===== src/rtl/tetris_map_pkg.sv =====
// Shared playfield geometry, cell addressing and sequencer states for the
// fixed-square map logic.
package tetris_map_pkg;

    localparam int ROWS       = 14;
    localparam int COLS       = 10;
    localparam int COL_OFS    = 5;
    localparam int ROW_STRIDE = 20;
    localparam int MAP_W      = 360;
    localparam int IDX_W      = $clog2(MAP_W);
    localparam int PTR_W      = 4;
    localparam int LC_W       = 4;

    typedef enum logic [1:0] {
        IDLE,
        SCAN,
        SHIFT,
        COMMIT
    } clear_state_t;

    // Bit position of playfield cell (r,c) inside the map vector
    function automatic logic [IDX_W-1:0] idx(input int r, input int c);
        return IDX_W'(COL_OFS + ROW_STRIDE * r + c);
    endfunction

endpackage


===== src/rtl/line_clear_ctrl_module_if.sv =====
// Request/result bundle between the piece-lock logic, the line-clear
// sequencer and the fixed-map register owner.
interface line_clear_ctrl_module_if;

    logic                                 start;
    logic                                 vblank;
    logic [tetris_map_pkg::MAP_W-1:0]     fixed_square_map;
    logic                                 busy;
    logic [tetris_map_pkg::MAP_W-1:0]     map_out;
    logic                                 map_we;
    logic                                 done;
    logic [tetris_map_pkg::LC_W-1:0]      lines_cleared;

    modport master (
        output start, vblank, fixed_square_map,
        input  busy, map_out, map_we, done, lines_cleared
    );

    modport slave (
        input  start, vblank, fixed_square_map,
        output busy, map_out, map_we, done, lines_cleared
    );

endinterface


===== src/rtl/row_full_detect.sv =====
// Combinational check that every playfield cell of the row selected by
// row_ptr is occupied.
module row_full_detect
    import tetris_map_pkg::*;
(
    input  logic [MAP_W-1:0] map,
    input  logic [PTR_W-1:0] row_ptr,
    output logic             row_full
);

    logic [COLS-1:0] row_bits;

    always_comb begin
        row_bits = COLS'(map >> idx(int'(row_ptr), 0));
        row_full = &row_bits;
    end

endmodule


===== src/rtl/line_clear_ctrl_module.sv =====
// Line-clear sequencer: snapshots the fixed map, collapses full rows
// bottom-up one step per cycle and commits the result during vblank.
module line_clear_ctrl_module
    import tetris_map_pkg::*;
(
    input  logic                   clk,
    input  logic                   rst,
    line_clear_ctrl_module_if.slave bus
);

    clear_state_t     state;
    clear_state_t     state_next;
    logic [MAP_W-1:0] work;
    logic [MAP_W-1:0] shifted;
    logic [MAP_W-1:0] map_out_q;
    logic [PTR_W-1:0] row_ptr;
    logic [LC_W-1:0]  cnt;
    logic [LC_W-1:0]  lines_q;
    logic             busy_q;
    logic             done_q;
    logic             we_q;
    logic             row_full;
    logic             load;
    logic             dec_ptr;
    logic             do_shift;
    logic             commit;
    logic             finish;

    row_full_detect u_detect (
        .map      (work),
        .row_ptr  (row_ptr),
        .row_full (row_full)
    );

    always_ff @(posedge clk or posedge rst) begin
        if (rst) begin
            state <= IDLE;
        end else begin
            state <= state_next;
        end
    end

    always_comb begin
        state_next = state;
        load       = 1'b0;
        dec_ptr    = 1'b0;
        do_shift   = 1'b0;
        commit     = 1'b0;
        finish     = 1'b0;
        case (state)
            IDLE: begin
                if (bus.start) begin
                    load       = 1'b1;
                    state_next = SCAN;
                end
            end
            SCAN: begin
                if (row_full) begin
                    state_next = SHIFT;
                end else if (row_ptr == '0) begin
                    state_next = COMMIT;
                end else begin
                    dec_ptr = 1'b1;
                end
            end
            SHIFT: begin
                do_shift   = 1'b1;
                state_next = SCAN;
            end
            COMMIT: begin
                // Nothing changed means nothing to write back, so skip the vblank wait
                if (cnt == '0) begin
                    finish     = 1'b1;
                    state_next = IDLE;
                end else if (bus.vblank) begin
                    finish     = 1'b1;
                    commit     = 1'b1;
                    state_next = IDLE;
                end
            end
            default: state_next = IDLE;
        endcase
    end

    // Rows at or above row_ptr drop by one; gutters and spare bits ride along untouched
    always_comb begin
        shifted = work;
        shifted[idx(0, 0) +: COLS] = '0;
        for (int r = 1; r < ROWS; r++) begin
            if (r <= int'(row_ptr)) begin
                shifted[idx(r, 0) +: COLS] = work[idx(r - 1, 0) +: COLS];
            end
        end
    end

    always_ff @(posedge clk or posedge rst) begin
        if (rst) begin
            work      <= '0;
            row_ptr   <= '0;
            cnt       <= '0;
            lines_q   <= '0;
            busy_q    <= 1'b0;
            done_q    <= 1'b0;
            we_q      <= 1'b0;
            map_out_q <= '0;
        end else begin
            done_q <= finish;
            we_q   <= commit;
            if (load) begin
                work    <= bus.fixed_square_map;
                row_ptr <= PTR_W'(ROWS - 1);
                cnt     <= '0;
                busy_q  <= 1'b1;
            end
            if (dec_ptr) begin
                row_ptr <= row_ptr - 1'b1;
            end
            if (do_shift) begin
                work <= shifted;
                cnt  <= cnt + 1'b1;
            end
            if (commit) begin
                map_out_q <= work;
            end
            if (finish) begin
                busy_q  <= 1'b0;
                lines_q <= (cnt > LC_W'(ROWS)) ? LC_W'(ROWS) : cnt;
            end
        end
    end

    assign bus.busy          = busy_q;
    assign bus.done          = done_q;
    assign bus.map_we        = we_q;
    assign bus.map_out       = map_out_q;
    assign bus.lines_cleared = lines_q;

endmodule


===== src/flat_wrapper.sv =====
// flat-port wrapper written by rule: the top's interface ports become plain ports
module line_clear_ctrl_module_flat import tetris_map_pkg::*;
  (clk, rst, bus_start, bus_vblank, bus_fixed_square_map, bus_busy, bus_map_out, bus_map_we, bus_done, bus_lines_cleared);
  line_clear_ctrl_module_if bus_i ();
  input  logic clk;
  input  logic rst;
  input wire logic [$bits(bus_i.start)-1:0] bus_start;
  input wire logic [$bits(bus_i.vblank)-1:0] bus_vblank;
  input wire logic [$bits(bus_i.fixed_square_map)-1:0] bus_fixed_square_map;
  output wire logic [$bits(bus_i.busy)-1:0] bus_busy;
  output wire logic [$bits(bus_i.map_out)-1:0] bus_map_out;
  output wire logic [$bits(bus_i.map_we)-1:0] bus_map_we;
  output wire logic [$bits(bus_i.done)-1:0] bus_done;
  output wire logic [$bits(bus_i.lines_cleared)-1:0] bus_lines_cleared;
  assign bus_i.start = bus_start;
  assign bus_i.vblank = bus_vblank;
  assign bus_i.fixed_square_map = bus_fixed_square_map;
  assign bus_busy = bus_i.busy;
  assign bus_map_out = bus_i.map_out;
  assign bus_map_we = bus_i.map_we;
  assign bus_done = bus_i.done;
  assign bus_lines_cleared = bus_i.lines_cleared;
  line_clear_ctrl_module u_core (.clk(clk), .rst(rst), .bus(bus_i));
endmodule

===== config.mk =====
export PLATFORM = sky130hd
export DESIGN_NAME = line_clear_ctrl_module_flat
export DESIGN_NICKNAME = d
export VERILOG_FILES = /design/src/rtl/tetris_map_pkg.sv /design/src/rtl/line_clear_ctrl_module_if.sv /design/src/rtl/row_full_detect.sv /design/src/rtl/line_clear_ctrl_module.sv /design/src/flat_wrapper.sv
export SDC_FILE = /design/constraint.sdc
export NUM_CORES = 2
export LEC_CHECK = 0
export ABC_CLOCK_PERIOD_IN_PS = 47000
export CAP_MARGIN = 10
export CORE_AREA = 5 5 284 286
export CTS_BUF_LIST = sky130_fd_sc_hd__clkbuf_8
export CTS_CLUSTER_SIZE = 24
export DETAILED_ROUTE_END_ITERATION = 10
export DIE_AREA = 0 0 289 291
export GPL_TIMING_DRIVEN = 1
export PLACE_DENSITY = 0.69
export SETUP_SLACK_MARGIN = 0.5
export SYNTH_ARGS = -nofsm -noshare
export SYNTH_HDL_FRONTEND = slang
export SYNTH_SLANG_ARGS = --single-unit

===== constraint.sdc =====
create_clock -name clk -period 47 [get_ports clk]
set_input_delay 4.7 -clock clk [delete_from_list [all_inputs] [get_ports clk]]
set_output_delay 4.7 -clock clk [all_outputs]
set_load 0.02 [all_outputs]

==> results.cfg <==
[route]
first_pass_iters = 6
viasPerCell = 5.38
detailedRoute.firstIterationViolations = 2645
drt_wl_total_mm = 127
routed-via-count = 30300
antenna_left = 0
avgRoutedWirePerCell_um = 22.6
drc = 0

[setup_path]
r2r.worst_path.cells = 11
critPathArrivalTime_ns = 8.76
cp.required_ns = 47.71
cp_max_fo = 81
cp_cell_sequence = clkdlybuf4s50_1, nand3_1, or2_4, buf_4, buf_4, buf_4, nand2_1, nand2_1
timing.reg2reg.setup_slack_ns = 41.54
timing.critical_path.from = bus_vblank
timing_worst_setup_path_type = in2reg
worst_path_most_repeated_cell = sky130_fd_sc_hd__buf_4
crit-reg2reg-launch = u_core.row_ptr[0]
setup.worst_path.start_class = input pin
endpoint_kind = flip-flop
critPathMaxStageDelay_ns = 0.91
worst_path_max_delay_cell = sky130_fd_sc_hd__buf_4
crit-reg2reg-capture = u_core.row_ptr[3]

[global_route]
global_route_wire_length_before_repair_mm = 191
grt_usage = 0.297
largest_net_degree_at_the_start_of_global_routing = 191
number_of_antenna_violations_at_the_first_check_in_global_routing = 29
first_global_vias = 29900
grt_overflow = 0

[sta]
rsz0062_at_grt = no
timing.final.hold_violations = 0
final_max_slew_viol_count = 0
worst_slew_margin_rel = 0.225
final.period_utilization = 0.171
maximum_clock_skew_at_final_layout_ns = 0.0313
period_minus_slack_ns = 8.05
maximum_clock_frequency_mhz = 124
timing.setup.tns_ns = 0
final.hold.worst_slack_ns = 0.470
worst_slew_pin_slew_ns = 1.16
setup_viol = 0

[cts]
post_cts_resized = 0
htree_num_levels = 4
max-clock-path-buffers = 3
clk_pin_slew_ns = 0.06
cts_sinks = 737
ctsHoldBuffers = 0
clock_latency_ns = 0.79
cts_inserted_buffers = 131
cts_post_setup_buffers_inserted = 0
tritoncts_clock_tree = yes
clockRootBuffer = sky130_fd_sc_hd__clkbuf_8

[placement]
place_hpwl_mm = 89.9
replace_congestion = 0.880
post_dp_cell_area_sq_um = 40800
port_buffers = 730
placed_cells_incl_taps = 5393

[cells_and_area]
final_cell_mix = 1,929 x sky130_fd_sc_hd__nand2_1, 736 x sky130_fd_sc_hd__dfrtp_1, 730 x sky130_fd_sc_hd__clkdlybuf4s50_1, 153 x sky130_fd_sc_hd__clkbuf_8, 126 x sky130_fd_sc_hd__nor2_1
fill_cells = 7086
drive_above_1_share = 0.0598
postLayoutCellArea_sq_um = 43400
net_total_in_the_final_layout = 4852
syn2layout_area_growth_pct = 32.8
mostFrequentLayoutCell = sky130_fd_sc_hd__nand2_1
instances_no_fill = 5632

[power]
p_leak_uw = 0.0208
p_per_area_nw_per_um2 = 77.0
max-vdd-ir-drop_mv = 0.0524

[status]
status = completed

[logic_synthesis]
synthFlopType = sky130_fd_sc_hd__dfrtp_1
mappedNetlistArea_sq_um = 32700
netlist_instances = 3816
syn-num-nets = 4192
synth.avg_cell_area_sq_um = 8.57
ys_top_cells_by_area = sky130_fd_sc_hd__dfrtp_1 56%, sky130_fd_sc_hd__nand2_1 22%, sky130_fd_sc_hd__a22oi_1 2.6%
synth.distinct_cells = 67
postSynthRegisterBits = 737
synth_async_sr_flop_share = 1.00
synth-edff-count = 0
synth_top_cell_area_share = 0.564
synth_top_cell_by_area = sky130_fd_sc_hd__dfrtp_1
synth.yosys.warnings = 0
seq_area_frac_synth = 0.564

[worst_hold_path]
worst_hold_startpoint = u_core.bus.map_out[350]
min_delay_path_depth = 2
worst_min_delay_path_class = reg2reg
hold_path_end = u_core.bus.map_out[350]

[flow_run]
max_cap_violations = 0

[floorplan]
die-area_sq_um = 84100
dieWidth_um = 289
initial_utilization = 0.419
pin_count = 731
die_height_um = 291
num_rows = 103
core_area_sq_um = 78100
## sequential cells by signal, indices dropped and copies added, names as in the netlist
name,count
u_core.row_ptr,4
u_core.cnt,4
u_core.bus.map_out,360
u_core.bus.busy,1
u_core.work,360
u_core.bus.done,1
u_core.state,2
u_core.bus.lines_cleared,4
u_core.bus.map_we,1
## worst max-delay path, delay by kind of cell
family	cells	cell delay, ns
AND/OR/NAND/NOR	4	1.07
buffers and inverters	4	2.82
## layout make-up
cell class | instances | area [sq um] | area share
Sequential cell | 737 | 18400 | 0.425
Multi-Input combinational cell | 2828 | 13300 | 0.307
Timing Repair Buffer | 769 | 7620 | 0.176
Clock buffer | 153 | 2110 | 0.0485
Tap cell | 1050 | 1310 | 0.0303
Clock inverter | 69 | 500 | 0.0115
Inverter | 9 | 48.8 | 0.00112
Antenna cell | 17 | 42.5 | 0.000980
## worst max path at each step
stage	to	slack (ns)	cells after the start
floorplan	u_core.bus.busy	21.62	1
global placement	u_core.bus.map_out[61]	38.22	8
detailed placement	u_core.bus.map_out[96]	38.16	8
CTS	u_core.bus.map_out[96]	39.02	8
global route	u_core.bus.map_out[108]	38.70	8
finish	u_core.bus.map_out[68]	38.95	8
## logic make-up after synthesis
family	count (synthesis)	synth area share
mux	55	0.0260
xor+xnor	9	0.00287
compound gates	448	0.0908
simple gates	2304	0.281
fa+ha+maj	12	0.00482
flops	737	0.564
buf+inv	251	0.0308
## through the flow
step / worst slack (ns) / total power [uW] / utilization
after global placement: 38.22 / 2710 / 0.522
final: 38.95 / 3340 / 0.556
after detailed placement: 38.16 / 2740 / 0.522
after global routing: 38.70 / 3540 / 0.556
after floorplan: 21.62 / 2010 / -
after CTS: 39.02 / 3350 / 0.555
## synth_stat cells, drive strengths merged (10+ instances only)
cell type  instances
a21oi            112
a221o             20
a22oi            113
and3              23
buf               54
clkbuf           188
dfrtp            737
ha                11
mux2              10
mux2i             22
mux4              23
nand2           1930
nand3            106
nand3b            14
nand4             51
nor2             126
nor3              10
o2111ai           11
o211ai            33
o21ai             80
o22ai             16
## where the power goes
group / leakage (uW) / switching (uW) / total, uW / internal (uW)
registers: 0.00936 / 314 / 1230 / 914
clock network: 0.00149 / 284 / 606 / 322
logic: 0.00999 / 929 / 1510 / 581
## routing by layer
metal,GRT usage,part of all wire
met5,0,0.00071
met4,0.116,0.040
met3,0.0728,0.079
met2,0.485,0.48
met1,0.381,0.40
Note: power is estimated with default switching activity, not from simulation.
